--- config.mk ---
export PLATFORM = sky130hd
export DESIGN_NAME = cosim_compare
export DESIGN_NICKNAME = d
export VERILOG_FILES = /design/src/rtl/defines.sv /design/src/rtl/commit_fifo.sv /design/src/rtl/cosim_compare.sv
export SDC_FILE = /design/constraint.sdc
export NUM_CORES = 1
export LEC_CHECK = 0
export ABC_AREA = 1
export BUFFER_PORTS_ARGS = -buffer_cell sky130_fd_sc_hd__buf_2
export CORE_ASPECT_RATIO = 1.1
export CORE_UTILIZATION = 43
export DETAILED_ROUTE_END_ITERATION = 7
export GPL_TIMING_DRIVEN = 0
export PLACE_DENSITY = 0.59
export REMOVE_ABC_BUFFERS = 1
export SLEW_MARGIN = 40
export SYNTH_ARGS = -nofsm -noshare
export SYNTH_HDL_FRONTEND = slang
export SYNTH_SLANG_ARGS = --single-unit
--- constraint.sdc ---
create_clock -name clk -period 10.8 [get_ports clk]
set_clock_uncertainty 0.2 [all_clocks]
set_input_delay 3.24 -clock clk [delete_from_list [all_inputs] [get_ports clk]]
set_output_delay 3.24 -clock clk [all_outputs]
set_load 0.005 [all_outputs]
--- src/rtl/defines.sv ---
// Shared record/state types and the pairwise compare rule for the commit-stream
// co-simulation checker.
package defines;

    localparam int XLEN = 32;

    typedef struct packed {
        logic [XLEN-1:0] pc;
        logic [31:0]     instr;
        logic            wb_en;
        logic [4:0]      rd;
        logic [XLEN-1:0] wdata;
    } commit_rec_t;

    typedef enum logic [1:0] {
        RUN  = 2'd0,
        FAIL = 2'd1,
        TOUT = 2'd2
    } cmp_state_t;

    // Writes to x0 carry no architectural state, so rd/wdata are only checked for live writebacks.
    function automatic logic rec_mismatch(input commit_rec_t d, input commit_rec_t r,
                                          input logic chk_wb);
        logic wb_live;
        wb_live = chk_wb && d.wb_en && (d.rd != 5'd0);
        return (d.pc != r.pc) || (d.instr != r.instr) || (d.wb_en != r.wb_en) ||
               (wb_live && ((d.rd != r.rd) || (d.wdata != r.wdata)));
    endfunction

endpackage

--- src/rtl/commit_fifo.sv ---
// Per-channel commit FIFO; pointers carry one extra wrap bit so full/empty
// fall out of a plain pointer compare.
module commit_fifo #(
    parameter int  DEPTH = 8,
    parameter type T     = logic
) (
    input  logic clk,
    input  logic rst,
    input  logic push,
    input  T     din,
    input  logic pop,
    output T     dout,
    output logic full,
    output logic empty
);

    localparam int AW = $clog2(DEPTH);

    logic [AW:0] wr_ptr;
    logic [AW:0] rd_ptr;
    T            mem [DEPTH];

    assign full  = (wr_ptr[AW] != rd_ptr[AW]) && (wr_ptr[AW-1:0] == rd_ptr[AW-1:0]);
    assign empty = (wr_ptr == rd_ptr);
    assign dout  = mem[rd_ptr[AW-1:0]];

    always_ff @(posedge clk) begin
        if (rst) begin
            wr_ptr <= '0;
            rd_ptr <= '0;
        end else begin
            if (push && !full)
                wr_ptr <= wr_ptr + 1'b1;
            if (pop && !empty)
                rd_ptr <= rd_ptr + 1'b1;
        end
    end

    always_ff @(posedge clk) begin
        if (push && !full)
            mem[wr_ptr[AW-1:0]] <= din;
    end

endmodule

--- src/rtl/cosim_compare.sv ---
// Lockstep checker: queues dut/ref commit records, pops them in pairs and
// raises a sticky halt on mismatch, overflow or a one-sided stall.
module cosim_compare
    import defines::*;
#(
    parameter int DEPTH   = 8,
    parameter int TIMEOUT = 1024,
    parameter int CHK_WB  = 1
) (
    input  logic            clk,
    input  logic            rst,
    input  logic            en,
    input  logic            dut_valid,
    input  commit_rec_t     dut_rec,
    input  logic            ref_valid,
    input  commit_rec_t     ref_rec,
    output logic            dut_ready,
    output logic            ref_ready,
    output logic            mismatch,
    output logic            timeout,
    output logic            overflow,
    output logic            halt,
    output logic [31:0]     match_cnt,
    output logic [XLEN-1:0] fail_pc
);

    localparam int NCH = 2;
    localparam int WDW = $clog2(TIMEOUT) + 1;

    // Channel 0 is the dut stream, channel 1 the reference stream.
    logic        [NCH-1:0] ch_valid;
    logic        [NCH-1:0] ch_full;
    logic        [NCH-1:0] ch_empty;
    logic        [NCH-1:0] ch_push;
    logic        [NCH-1:0] ch_drop;
    commit_rec_t [NCH-1:0] ch_rec;
    commit_rec_t [NCH-1:0] ch_head;

    cmp_state_t     state;
    logic [WDW-1:0] wdog;
    logic           pop;
    logic           pair_bad;
    logic           one_busy;

    assign ch_valid = {ref_valid, dut_valid};
    assign ch_rec   = {ref_rec, dut_rec};
    assign ch_push  = ch_valid & ~ch_full;
    assign ch_drop  = ch_valid & ch_full;

    for (genvar c = 0; c < NCH; c++) begin : g_ch
        commit_fifo #(
            .DEPTH (DEPTH),
            .T     (commit_rec_t)
        ) u_fifo (
            .clk   (clk),
            .rst   (rst),
            .push  (ch_push[c]),
            .din   (ch_rec[c]),
            .pop   (pop),
            .dout  (ch_head[c]),
            .full  (ch_full[c]),
            .empty (ch_empty[c])
        );
    end

    assign dut_ready = !ch_full[0];
    assign ref_ready = !ch_full[1];
    assign pop       = (state == RUN) && en && (ch_empty == '0);
    assign pair_bad  = rec_mismatch(ch_head[0], ch_head[1], CHK_WB != 0);
    assign one_busy  = ch_empty[0] ^ ch_empty[1];
    assign halt      = mismatch | timeout | overflow;

    // Failure causes are checked before the watchdog so a compare failure always wins.
    always_ff @(posedge clk) begin
        if (rst) begin
            state     <= RUN;
            wdog      <= '0;
            match_cnt <= '0;
            fail_pc   <= '0;
            mismatch  <= 1'b0;
            timeout   <= 1'b0;
            overflow  <= 1'b0;
        end else if (state == RUN) begin
            if (pop && pair_bad) begin
                mismatch <= 1'b1;
                fail_pc  <= ch_head[0].pc;
            end else if (pop && match_cnt != '1) begin
                match_cnt <= match_cnt + 32'd1;
            end
            if (|ch_drop)
                overflow <= 1'b1;

            if ((pop && pair_bad) || (|ch_drop)) begin
                state <= FAIL;
            end else if (en) begin
                if (pop || (ch_empty == '1)) begin
                    wdog <= '0;
                end else if (one_busy && wdog == WDW'(TIMEOUT - 1)) begin
                    timeout <= 1'b1;
                    state   <= TOUT;
                end else if (one_busy) begin
                    wdog <= wdog + 1'b1;
                end
            end
        end
    end

endmodule
==> results.py <==
metrics = {
    "finish": {
        "fin_util_pct": 51.1,
        "drive_above_1_share_pct": 10.1,
        "fin_nets": 7829,
        "areaGrowthSynthToFinish_pct": 17.6,
    },
    "cts": {
        "clockRootBuffer": "clkbuf_16",
        "clock-sinks": 1734,
        "postCtsSetupRepairBufs": 0,
        "clockBufferDepth": 3,
        "clk_pin_slew_ns": 0.06,
        "cts_tree": "built",
        "cts_resized": 0,
        "cts_hold_buf": 0,
        "cts_buffers": 181,
        "worstSkewPairLatency_ns": 0.82,
        "cts_max_level": 4,
    },
    "placement": {
        "portBuffers": 278,
        "place_ws_ns": 4.65,
        "gp_congestion": 0.815,
        "dp_hpwl_mm": 133,
    },
    "timing": {
        "max_slew_margin_pct": 39.7,
        "tightest_slew_ns": 0.904,
        "max_freq_ghz": 0.162,
        "layout_min_cycle_time_ns": 6.18,
        "hold_viol": 0,
        "worst_slack_ns": 4.62,
        "grt_setup_unrepaired": "false",
        "finalCritPeriodShare_pct": 57.2,
        "tns_ns": 0,
        "report.final.slew_viol_count": 0,
        "setup_viol": 0,
    },
    "drt": {
        "postRouteWirelength_mm": 205,
        "vias_per_cell": 5.14,
        "drc": 0,
        "drtIter0Drc": 4261,
        "antenna_left": 0,
        "vias": 51700,
        "wl_per_cell_um": 20.4,
        "drtPass1Iterations": 6,
    },
    "pwr": {
        "max-vdd-ir-drop_mv": 0.181,
        "totalPowerFinal_mw": 14.8,
        "powerDensity_nw_per_um2": 169,
        "p_leak_nw": 34.9,
    },
    "worst_setup_path": {
        "ff2ff_path_depth": 21,
        "worstSetupPathType": "flip-flop to flip-flop",
        "endpoint_kind": "flip-flop",
        "cp_max_fo": 97,
        "start_kind": "flip-flop",
        "critical_path_arrival_ns": 6.67,
        "required_ns": 11.30,
        "r2r_slack_ns": 4.62,
    },
    "floorplan": {
        "die_width_um": 399,
        "dieArea_um2": 175000,
        "die_h_um": 438,
        "rows": 159,
        "initial_utilization_pct": 43.4,
        "io_pins": 279,
        "core_um2": 171000,
    },
    "synth": {
        "yosysSeqAreaShare_pct": 68.6,
        "syn_area_per_cell_um2": 10.2,
        "syn-instance-count": 7300,
        "syn_area_um2": 74400,
        "ys_seq_elements": 1734,
        "synthArstFlopShare_pct": 0,
        "synth_edf_count": 1632,
        "ys_types": 36,
        "ys.flop_type": "edfxtp_1",
        "yosysWarnings": 0,
    },
    "min_path": {
        "hp-class": "flip-flop to flip-flop",
        "holdCritStartpoint": "state[0]",
        "hold_path_depth": 2,
    },
    "global_routing": {
        "grt_max_degree": 111,
        "first_global_vias": 48400,
        "grt_pass1_wl_mm": 304,
        "antenna_found_initial": 96,
        "overflow": 0,
        "gr-usage-all-layers_pct": 23.3,
    },
    "status": {
        "status": "finished clean",
    },
    "flow_run": {
        "cap_violations": 0,
    },
}
==> cells by family (layout without fill, tap and decap cells) <==
| kind of cell | Yosys count | in the layout | share of synthesized area, % |
|---|---|---|---|
| xor gates and xnor gates | 36 | 36 | 0.424 |
| other | 0 | 30 | 0 |
| adders and majority gates | 8 | 8 | 0.135 |
| DFF | 1734 | 1734 | 68.6 |
| and+or+nand+nor | 3947 | 3947 | 21.2 |
| buffers and inverters | 1000 | 1463 | 5.67 |
| AOI/OAI and AO/OA | 575 | 575 | 3.92 |
==> layer usage <==
metal | GRT usage (%) | wire length, µm
met1 | 31.2 | 87200
met2 | 38.4 | 97600
met3 | 4.91 | 14800
met4 | 6.48 | 4520
met5 | 0 | 466
==> where the power goes <==
part           switching, mW  total [mW]  internal [mW]
logic                  0.934        1.39          0.453
clock network           2.54        5.86           3.31
registers             0.0533        7.57           7.52
total                   3.53        14.8           11.3
==> Yosys cell counts (10+ instances only) <==
library cell | count | area share [%]
nand4_1 | 62 | 0.52
inv_1 | 622 | 3.1
nor2_1 | 1034 | 5.2
buf_6 | 10 | 0.15
nor3_1 | 26 | 0.17
a21oi_1 | 51 | 0.34
o21ai_0 | 321 | 2.2
nand2_1 | 2207 | 11
buf_2 | 212 | 1.4
buf_1 | 41 | 0.21
o21ai_1 | 186 | 1.3
edfxtp_1 | 1632 | 66
nand3_1 | 599 | 4.0
buf_4 | 33 | 0.33
xor2_1 | 29 | 0.34
dfxtp_1 | 102 | 2.7
clkbuf_1 | 72 | 0.36
==> path summary, 6_finish.rpt <==
| path | endpoint |
|---|---|
| worst max register to register | fail_pc[26] |
| worst max-delay path | fail_pc[26] |
| worst min register to register | state[0] |
| worst min-delay path | state[0] |
==> state kept, by name, indices dropped and copies added, names as in the netlist, 2 cells and up, named ones only <==
name / cells
fail_pc: 32
g_ch.u_fifo.mem: 1632
g_ch.u_fifo.rd_ptr: 8
g_ch.u_fifo.wr_ptr: 8
match_cnt: 32
state: 2
wdog: 11
==> critical path, cell delays in order (launching register included) <==
cell and delay (ns):
dfxtp_4 0.59, buf_12 0.26, buf_12 0.26, inv_8 0.17, buf_16 0.26, buf_16 0.25, o21ai_0 0.23, nand2_1 0.07
nand2_1 0.09, nand2_1 0.06, nand3_1 0.06, nand2_1 0.08, nor2_1 0.16, nand2_1 0.07, nor2_1 0.29, nand3_1 0.41
nor2_4 0.78, nand2_1 0.28, nand2_8 0.50, inv_4 0.40, o21ai_0 0.27, nor2_1 0.06
==> cell usage in the layout, fill, tap and decap left out, types with 66 or more instances in the layout <==
master and n:
buf_16 108, buf_2 277, buf_8 66, clkbuf_16 186, dfxtp_1 96, edfxtp_1 1632
inv_1 620, nand2_1 2206, nand3_1 598, nor2_1 1018, o21ai_0 321, o21ai_1 186
==> layout make-up <==
type / count / area [µm²]
Tap cell: 2254 / 2820
Multi-Input combinational cell: 4566 / 19300
Clock inverter: 90 / 599
Inverter: 632 / 2430
Sequential cell: 1734 / 51100
Antenna cell: 30 / 75.1
Timing Repair Buffer: 497 / 6230
Clock buffer: 244 / 4930
Fill cell: 14900 / 83800
==> through the flow <==
stage	hold slack [ns]	instance area, µm²	cells
after floorplan	0.238	72600	6932
after global placement	0.251	76800	9464
after detailed placement	0.260	81900	9683
after CTS	0.275	87400	10000
after global routing	0.304	87400	10000
final	0.270	87500	10000
No activity file was read; power rests on OpenSTA's default activity.
